===== src/rtl/pipelined_addsub_pkg.sv =====
// Shared types and helpers for the pipelined add/subtract block and its bench.
package addsub_pkg;

  typedef enum logic {
    OP_ADD = 1'b0,
    OP_SUB = 1'b1
  } op_e;

  // Bits per chunk before the remainder is assigned to the last chunk.
  function automatic int chunk_base(input int width, input int stages);
    return (width + stages - 32'sd1) / stages;
  endfunction

  // Width of chunk k; the last chunk takes whatever is left over.
  function automatic int chunk_width(input int width, input int stages, input int k);
    int base;
    base = chunk_base(width, stages);
    if (k < stages - 32'sd1) begin
      return base;
    end else begin
      return width - (stages - 32'sd1) * base;
    end
  endfunction

endpackage


===== src/rtl/pipelined_addsub_if.sv =====
// Operand/result stream bundle: master produces operands and consumes results.
interface pipelined_addsub_if #(
  parameter int WIDTH = 12
);
  logic             in_valid;
  logic             in_ready;
  logic [WIDTH-1:0] in_a;
  logic [WIDTH-1:0] in_b;
  logic             in_cin;
  logic             in_op;
  logic             out_valid;
  logic             out_ready;
  logic [WIDTH-1:0] out_sum;
  logic             out_cout;
  logic             out_ovf;
  logic             out_zero;

  modport master (
    output in_valid, in_a, in_b, in_cin, in_op, out_ready,
    input  in_ready, out_valid, out_sum, out_cout, out_ovf, out_zero
  );

  modport slave (
    input  in_valid, in_a, in_b, in_cin, in_op, out_ready,
    output in_ready, out_valid, out_sum, out_cout, out_ovf, out_zero
  );
endinterface


===== src/rtl/pipelined_addsub_chk.sv =====
// Elaboration guard: rejects parameter sets that leave the last chunk empty.
module pipelined_addsub_chk
  import addsub_pkg::*;
#(
  parameter int WIDTH  = 12,
  parameter int STAGES = 3
) ();
  if ((WIDTH < 2) || (STAGES < 1) || (STAGES > WIDTH) ||
      (chunk_width(WIDTH, STAGES, STAGES - 1) <= 0)) begin : g_bad_split
    $error("pipelined_addsub: WIDTH/STAGES split leaves no bits for the last chunk");
  end
endmodule


===== src/rtl/pipelined_addsub_chunk.sv =====
// Combinational N-bit chunk adder: sum, carry out and carry into the MSB.
module addsub_chunk #(
  parameter int N = 4
) (
  input  logic [N-1:0] a_i,
  input  logic [N-1:0] b_i,
  input  logic         cin_i,
  output logic [N-1:0] sum_o,
  output logic         cout_o,
  output logic         cmsb_o
);
  logic [N:0] full_s;

  assign full_s = {1'b0, a_i} + {1'b0, b_i} + {{N{1'b0}}, cin_i};
  assign sum_o  = full_s[N-1:0];
  assign cout_o = full_s[N];
  // The MSB sum bit is a ^ b ^ carry-in, so the carry into it falls out directly.
  assign cmsb_o = a_i[N-1] ^ b_i[N-1] ^ full_s[N-1];
endmodule


===== src/rtl/pipelined_addsub.sv =====
// Carry-chained WIDTH-bit add/subtract, one register stage per chunk, with
// a valid/ready stream handshake and signed-overflow / zero flags.
module pipelined_addsub
  import addsub_pkg::*;
#(
  parameter int WIDTH  = 12,
  parameter int STAGES = 3
) (
  input logic                clk,
  input logic                rst_n,
  pipelined_addsub_if.slave  bus
);
  localparam int CHUNK = chunk_base(WIDTH, STAGES);

  logic                          adv_s;
  logic [WIDTH-1:0]              b_eff_s;

  // Per-stage inputs (index k = what stage k sees) and results.
  logic [STAGES-1:0][WIDTH-1:0]  a_in_s;
  logic [STAGES-1:0][WIDTH-1:0]  b_in_s;
  logic [STAGES-1:0][WIDTH-1:0]  sum_in_s;
  logic [STAGES-1:0]             cin_s;
  logic [STAGES-1:0]             valid_in_s;
  logic [STAGES-1:0][WIDTH-1:0]  sum_d;
  logic [STAGES-1:0]             carry_d;
  logic [STAGES-1:0]             cmsb_d;

  // Pipeline registers (index k = register after stage k).
  logic [STAGES-1:0][WIDTH-1:0]  a_q;
  logic [STAGES-1:0][WIDTH-1:0]  b_q;
  logic [STAGES-1:0][WIDTH-1:0]  sum_q;
  logic [STAGES-1:0]             carry_q;
  logic [STAGES-1:0]             valid_q;
  logic                          cout_q;
  logic                          ovf_q;
  logic                          zero_q;

  pipelined_addsub_chk #(.WIDTH(WIDTH), .STAGES(STAGES)) u_chk ();

  // The whole pipe moves together; it only freezes when a result is stuck.
  assign adv_s = ~valid_q[STAGES-1] | bus.out_ready;

  // Subtraction is a + ~b + cin, so condition B once at the entry.
  always_comb begin
    if (bus.in_op == OP_SUB) begin
      b_eff_s = ~bus.in_b;
    end else begin
      b_eff_s = bus.in_b;
    end
  end

  for (genvar k = 0; k < STAGES; k++) begin : g_stage
    localparam int LSB = k * CHUNK;
    localparam int NW  = chunk_width(WIDTH, STAGES, k);

    logic [NW-1:0]    chunk_sum_s;
    logic [WIDTH-1:0] merged_s;

    if (k == 0) begin : g_first
      assign a_in_s[k]     = bus.in_a;
      assign b_in_s[k]     = b_eff_s;
      assign sum_in_s[k]   = '0;
      assign cin_s[k]      = bus.in_cin;
      assign valid_in_s[k] = bus.in_valid;
    end else begin : g_next
      assign a_in_s[k]     = a_q[k-1];
      assign b_in_s[k]     = b_q[k-1];
      assign sum_in_s[k]   = sum_q[k-1];
      assign cin_s[k]      = carry_q[k-1];
      assign valid_in_s[k] = valid_q[k-1];
    end

    addsub_chunk #(.N(NW)) u_chunk (
      .a_i    (a_in_s[k][LSB +: NW]),
      .b_i    (b_in_s[k][LSB +: NW]),
      .cin_i  (cin_s[k]),
      .sum_o  (chunk_sum_s),
      .cout_o (carry_d[k]),
      .cmsb_o (cmsb_d[k])
    );

    // Lower chunks pass through; this stage fills in its own chunk.
    always_comb begin
      merged_s               = sum_in_s[k];
      merged_s[LSB +: NW]    = chunk_sum_s;
    end

    assign sum_d[k] = merged_s;
  end

  // Stage registers and final flags; everything holds while the output stalls.
  always_ff @(posedge clk or negedge rst_n) begin
    if (!rst_n) begin
      a_q     <= '0;
      b_q     <= '0;
      sum_q   <= '0;
      carry_q <= '0;
      valid_q <= '0;
      cout_q  <= 1'b0;
      ovf_q   <= 1'b0;
      zero_q  <= 1'b0;
    end else if (adv_s) begin
      for (int k = 0; k < STAGES; k++) begin
        a_q[k]     <= a_in_s[k];
        b_q[k]     <= b_in_s[k];
        sum_q[k]   <= sum_d[k];
        carry_q[k] <= carry_d[k];
        valid_q[k] <= valid_in_s[k];
      end
      cout_q <= carry_d[STAGES-1];
      ovf_q  <= carry_d[STAGES-1] ^ cmsb_d[STAGES-1];
      zero_q <= ~|sum_d[STAGES-1];
    end
  end

  assign bus.in_ready  = adv_s;
  assign bus.out_valid = valid_q[STAGES-1];
  assign bus.out_sum   = sum_q[STAGES-1];
  assign bus.out_cout  = cout_q;
  assign bus.out_ovf   = ovf_q;
  assign bus.out_zero  = zero_q;

  // Delayed operand bits below the active chunk and the last stage's carry
  // are intentionally dropped.
  logic unused_ok_s;
  assign unused_ok_s = ^{a_q, b_q, carry_q};
endmodule

===== src/flat_wrapper.sv =====
// flat-port wrapper written by rule: the top's interface ports become plain ports
module pipelined_addsub_flat import addsub_pkg::*;
#(
  parameter int WIDTH  = 12,
  parameter int STAGES = 3
)
  (clk, rst_n, bus_in_valid, bus_in_a, bus_in_b, bus_in_cin, bus_in_op, bus_out_ready, bus_in_ready, bus_out_valid, bus_out_sum, bus_out_cout, bus_out_ovf, bus_out_zero);
  pipelined_addsub_if #(.WIDTH(WIDTH)) bus_i ();
  input logic clk;
  input logic rst_n;
  input wire logic [$bits(bus_i.in_valid)-1:0] bus_in_valid;
  input wire logic [$bits(bus_i.in_a)-1:0] bus_in_a;
  input wire logic [$bits(bus_i.in_b)-1:0] bus_in_b;
  input wire logic [$bits(bus_i.in_cin)-1:0] bus_in_cin;
  input wire logic [$bits(bus_i.in_op)-1:0] bus_in_op;
  input wire logic [$bits(bus_i.out_ready)-1:0] bus_out_ready;
  output wire logic [$bits(bus_i.in_ready)-1:0] bus_in_ready;
  output wire logic [$bits(bus_i.out_valid)-1:0] bus_out_valid;
  output wire logic [$bits(bus_i.out_sum)-1:0] bus_out_sum;
  output wire logic [$bits(bus_i.out_cout)-1:0] bus_out_cout;
  output wire logic [$bits(bus_i.out_ovf)-1:0] bus_out_ovf;
  output wire logic [$bits(bus_i.out_zero)-1:0] bus_out_zero;
  assign bus_i.in_valid = bus_in_valid;
  assign bus_i.in_a = bus_in_a;
  assign bus_i.in_b = bus_in_b;
  assign bus_i.in_cin = bus_in_cin;
  assign bus_i.in_op = bus_in_op;
  assign bus_i.out_ready = bus_out_ready;
  assign bus_in_ready = bus_i.in_ready;
  assign bus_out_valid = bus_i.out_valid;
  assign bus_out_sum = bus_i.out_sum;
  assign bus_out_cout = bus_i.out_cout;
  assign bus_out_ovf = bus_i.out_ovf;
  assign bus_out_zero = bus_i.out_zero;
  pipelined_addsub #(.WIDTH(WIDTH), .STAGES(STAGES)) u_core (.clk(clk), .rst_n(rst_n), .bus(bus_i));
endmodule

===== config.mk =====
export PLATFORM = sky130hd
export DESIGN_NAME = pipelined_addsub_flat
export DESIGN_NICKNAME = d
export VERILOG_FILES = /design/src/rtl/pipelined_addsub_pkg.sv /design/src/rtl/pipelined_addsub_if.sv /design/src/rtl/pipelined_addsub_chk.sv /design/src/rtl/pipelined_addsub_chunk.sv /design/src/rtl/pipelined_addsub.sv /design/src/flat_wrapper.sv
export SDC_FILE = /design/constraint.sdc
export NUM_CORES = 1
export LEC_CHECK = 0
export ABC_AREA = 1
export BUFFER_PORTS_ARGS = -buffer_cell sky130_fd_sc_hd__buf_2
export CAP_MARGIN = 0
export CORE_MARGIN = 2
export CORE_UTILIZATION = 55
export CTS_CLUSTER_SIZE = 10
export DETAILED_ROUTE_END_ITERATION = 7
export GPL_TIMING_DRIVEN = 0
export PLACE_DENSITY = 0.77
export SLEW_MARGIN = 25
export SYNTH_ARGS = -nofsm -noshare
export SYNTH_HDL_FRONTEND = slang
export SYNTH_SLANG_ARGS = --single-unit

===== constraint.sdc =====
create_clock -name clk -period 2.5 [get_ports clk]
set_input_delay 0 -clock clk [delete_from_list [all_inputs] [get_ports clk]]
set_output_delay 0 -clock clk [all_outputs]
set_load 0.01 [all_outputs]

==> metrics.txt <==
outcome=completed; final hold slack=0.0204 ns; buffer type at the clock tree root=sky130_fd_sc_hd__clkbuf_8; setup repair after global routing missed its margin=no; post-layout power=3.41 mW; GR Util met1=31.1%; Crit. Startpoint=u_core.carry_q[1]$_DFFE_PN0P_; synthesized cell area=2690 µm²; M3 GR Usage=4.53%; count of filler cells inserted in the layout=372; area of the multi-input gates=1070 µm²; share of cells above drive strength 1=18.4%; sum of overflow across all layers after global routing=0; count of distinct cell types in the synthesized netlist=23; number of storage elements in the synthesis netlist=56; fraction of registers with async set/reset=100%; number of warnings reported in the yosys synthesis log=0; CTS sink cnt=56; number of diodes added for antenna fixing=0; worst-skew pair later-pin latency=0.31 ns; number of levels the H-tree was split into=2; startpoint of the most critical register-to-register path=u_core.carry_q[1]$_DFFE_PN0P_; path type of the worst min-delay path=in -> reg; Tmin final=1.94 ns; global routing usage on met2=40.5%; syn_area_per_cell=8.87 µm²; x dimension of the die=73.9 µm; final critical-path share of the clock period=77.8%; max frequency=0.514 GHz; sort of element at the start of the critical path=register; number of failing setup endpoints in the final timing report=0; largest fanout on the critical path=3; headroom to the max-slew limit=52.7%; CTS Buffer Depth=2; top cells by area in the synthesized netlist=sky130_fd_sc_hd__dfrtp_1, sky130_fd_sc_hd__nand2_1, sky130_fd_sc_hd__o21ai_0; placeable core area=4720 µm²; leakage power summed over all cells=1.73 nW; GR peak layer=met2; starting density of the core=56.9%; list of most frequent post-synthesis cells=sky130_fd_sc_hd__nand2_1, sky130_fd_sc_hd__dfrtp_1, sky130_fd_sc_hd__inv_1; average wire per cell in the routed design=13.5 µm; worst-case vdd ir drop=0.000471 V; post-synthesis cell type with the largest combined area=sky130_fd_sc_hd__dfrtp_1; area share of the leading cell type in the synthesized netlist=52.2%; EDFF count, synth=0; antenna violations before repair=0; Post-synth top flop=sky130_fd_sc_hd__dfrtp_1; CTS-repair resized insts=0; detailed-route wire length=5.93 mm; antenna-violating nets left=0; vertical die dimension=73.9 µm; overall fraction of global-route tracks in use=24.4%; Final GP Congestion=0.795; area of all sequential standard cells=1400 µm²; required time of the critical path=2.76 ns; critical setup path kind=reg -> reg; sequential fraction of the synthesis area=52.2%; DR vias/cell=4.93; first-pass iteration count of the detailed router=4; Tightest Pin Transition=0.710 ns; net total in the final layout=418; layout overhead on the synthesized area=22.6%; clock transition at the register clock pins on the worst setup and hold paths after CTS=0.10 ns; final worst clock skew=0.00719 ns; number of cells produced by synthesis=303; Setup TNS Final=0 ns; FP Rows=25; post-synth net total=348; final hold vios=0; total vias in the final route=2173; half-perimeter wire length after detailed placement=4.15 mm; CP Capture Type=register; clock tree from TritonCTS=built; Iter 0 DRT Violations=117; filler-free cell count of the finished design=441; largest net degree at the start of global routing=57; wire length of the first global-routing pass=9.75 mm; arrival time of data at the critical path endpoint=2.20 ns; Residual DRC=0; Placed Cells=416; CTS buffer count=5; Max Slew Vio Count=0; cell area power density=1030 nW/µm²; start point of the worst min-delay path=bus_in_b[7]; I/O Buffers=46; max-cap check violation count=0; most frequent cell after synthesis=sky130_fd_sc_hd__nand2_1; number of global-route vias before repair=2106; I/O pins=47; Die ar.=5460 µm²
[sequential cells by signal (all words and copies together), names as in the netlist]
register                 count
u_core.bus.out_cout          1
u_core.bus.out_zero          1
u_core.carry_q               2
u_core.g_stage.merged_s     12
u_core.a_in_s               12
u_core.bus.out_ovf           1
u_core.bus.out_sum          12
u_core.valid_q               3
u_core.b_in_s               12
[logic make-up after synthesis]
logic type,after synthesis,share of synthesized area (%)
DFF,56,52.2
AOI/OAI and AO/OA,45,8.57
adders and majority gates,15,8.66
xor gates and xnor gates,12,3.91
buffers and inverters,48,7.82
and+or+nand+nor,127,18.9
[per-stage QoR]
stage	area [µm²]	utilization, %	worst slack [ns]
after floorplan	2690	-	0.744
after global placement	3000	63.5	0.628
after detailed placement	3000	63.6	0.573
after CTS	3290	69.7	0.568
after global routing	3290	69.7	0.453
final	3290	69.7	0.555
[report_power, final]
part	internal, mW	switching (mW)
Clock	0.328	0.295
Combinational	0.526	0.811
Sequential	1.25	0.195
[path summary, 6_finish.rpt]
check                                                    end  slack, ns  cells after the start
max in group asynchronous      u_core.b_in_s[35]$_DFFE_PN0P_       1.76                      2
max                          u_core.bus.out_zero$_DFFE_PN0P_       0.56                      9
min in group asynchronous      u_core.a_in_s[34]$_DFFE_PN0P_       0.26                      2
max reg2reg                  u_core.bus.out_zero$_DFFE_PN0P_       0.56                      9
min reg2reg                u_core.bus.out_sum[1]$_DFFE_PN0P_       0.48                      2
min                            u_core.b_in_s[19]$_DFFE_PN0P_       0.02                      3
[repair_timing]
item	CTS	global route
hold buffers	17	0
setup buffers	0	0
setup endpoints to repair	0	0
endpoints found under the hold margin	72	0
[placed cells by master, fill, tap and decap left out]
cell type                       count
sky130_fd_sc_hd__a21oi_1            4
sky130_fd_sc_hd__a22oi_1            1
sky130_fd_sc_hd__buf_2             53
sky130_fd_sc_hd__buf_4              2
sky130_fd_sc_hd__buf_6              2
sky130_fd_sc_hd__bufinv_16          1
sky130_fd_sc_hd__clkbuf_2           1
sky130_fd_sc_hd__clkbuf_8           6
sky130_fd_sc_hd__clkinv_4           1
sky130_fd_sc_hd__dfrtp_1           56
sky130_fd_sc_hd__dlygate4sd3_1     17
sky130_fd_sc_hd__fa_1               6
sky130_fd_sc_hd__ha_1               9
sky130_fd_sc_hd__inv_1             35
sky130_fd_sc_hd__inv_2              1
sky130_fd_sc_hd__nand2_1           99
sky130_fd_sc_hd__nand3_1            8
sky130_fd_sc_hd__nand3b_1           2
sky130_fd_sc_hd__nand4_1            1
sky130_fd_sc_hd__nor2_1            15
sky130_fd_sc_hd__nor2_4             1
sky130_fd_sc_hd__o21ai_0           27
sky130_fd_sc_hd__o21ai_1           12
sky130_fd_sc_hd__o31ai_1            1
sky130_fd_sc_hd__or2_2              1
sky130_fd_sc_hd__xnor2_1            9
sky130_fd_sc_hd__xor2_1             3
[layer usage]
metal / wire, µm / up-vias
li1: - / 1077
met1: 2570 / 1031
met2: 3010 / 54
met3: 202 / 11
met4: 142 / 0
met5: 0 / -
[critical path: stages (launching register included)]
cell,delay [ns]
sky130_fd_sc_hd__dfrtp_1,0.34
sky130_fd_sc_hd__inv_1,0.07
sky130_fd_sc_hd__fa_1,0.50
sky130_fd_sc_hd__fa_1,0.50
sky130_fd_sc_hd__inv_1,0.04
sky130_fd_sc_hd__nor2_1,0.14
sky130_fd_sc_hd__nand3_1,0.09
sky130_fd_sc_hd__nor2_1,0.11
sky130_fd_sc_hd__nand2_1,0.06
sky130_fd_sc_hd__nand2_1,0.06
[layout make-up]
type                       instances  area share [%]
clock inverter                     2            1.18
inverter                          36            4.10
sequential                        56            42.5
clock buffer                       6            2.51
tap                               67            2.54
multi-input combinational        199            32.6
timing repair buffer              63            12.2
buffer                            12            2.28
(Power assumes the default switching activity.)
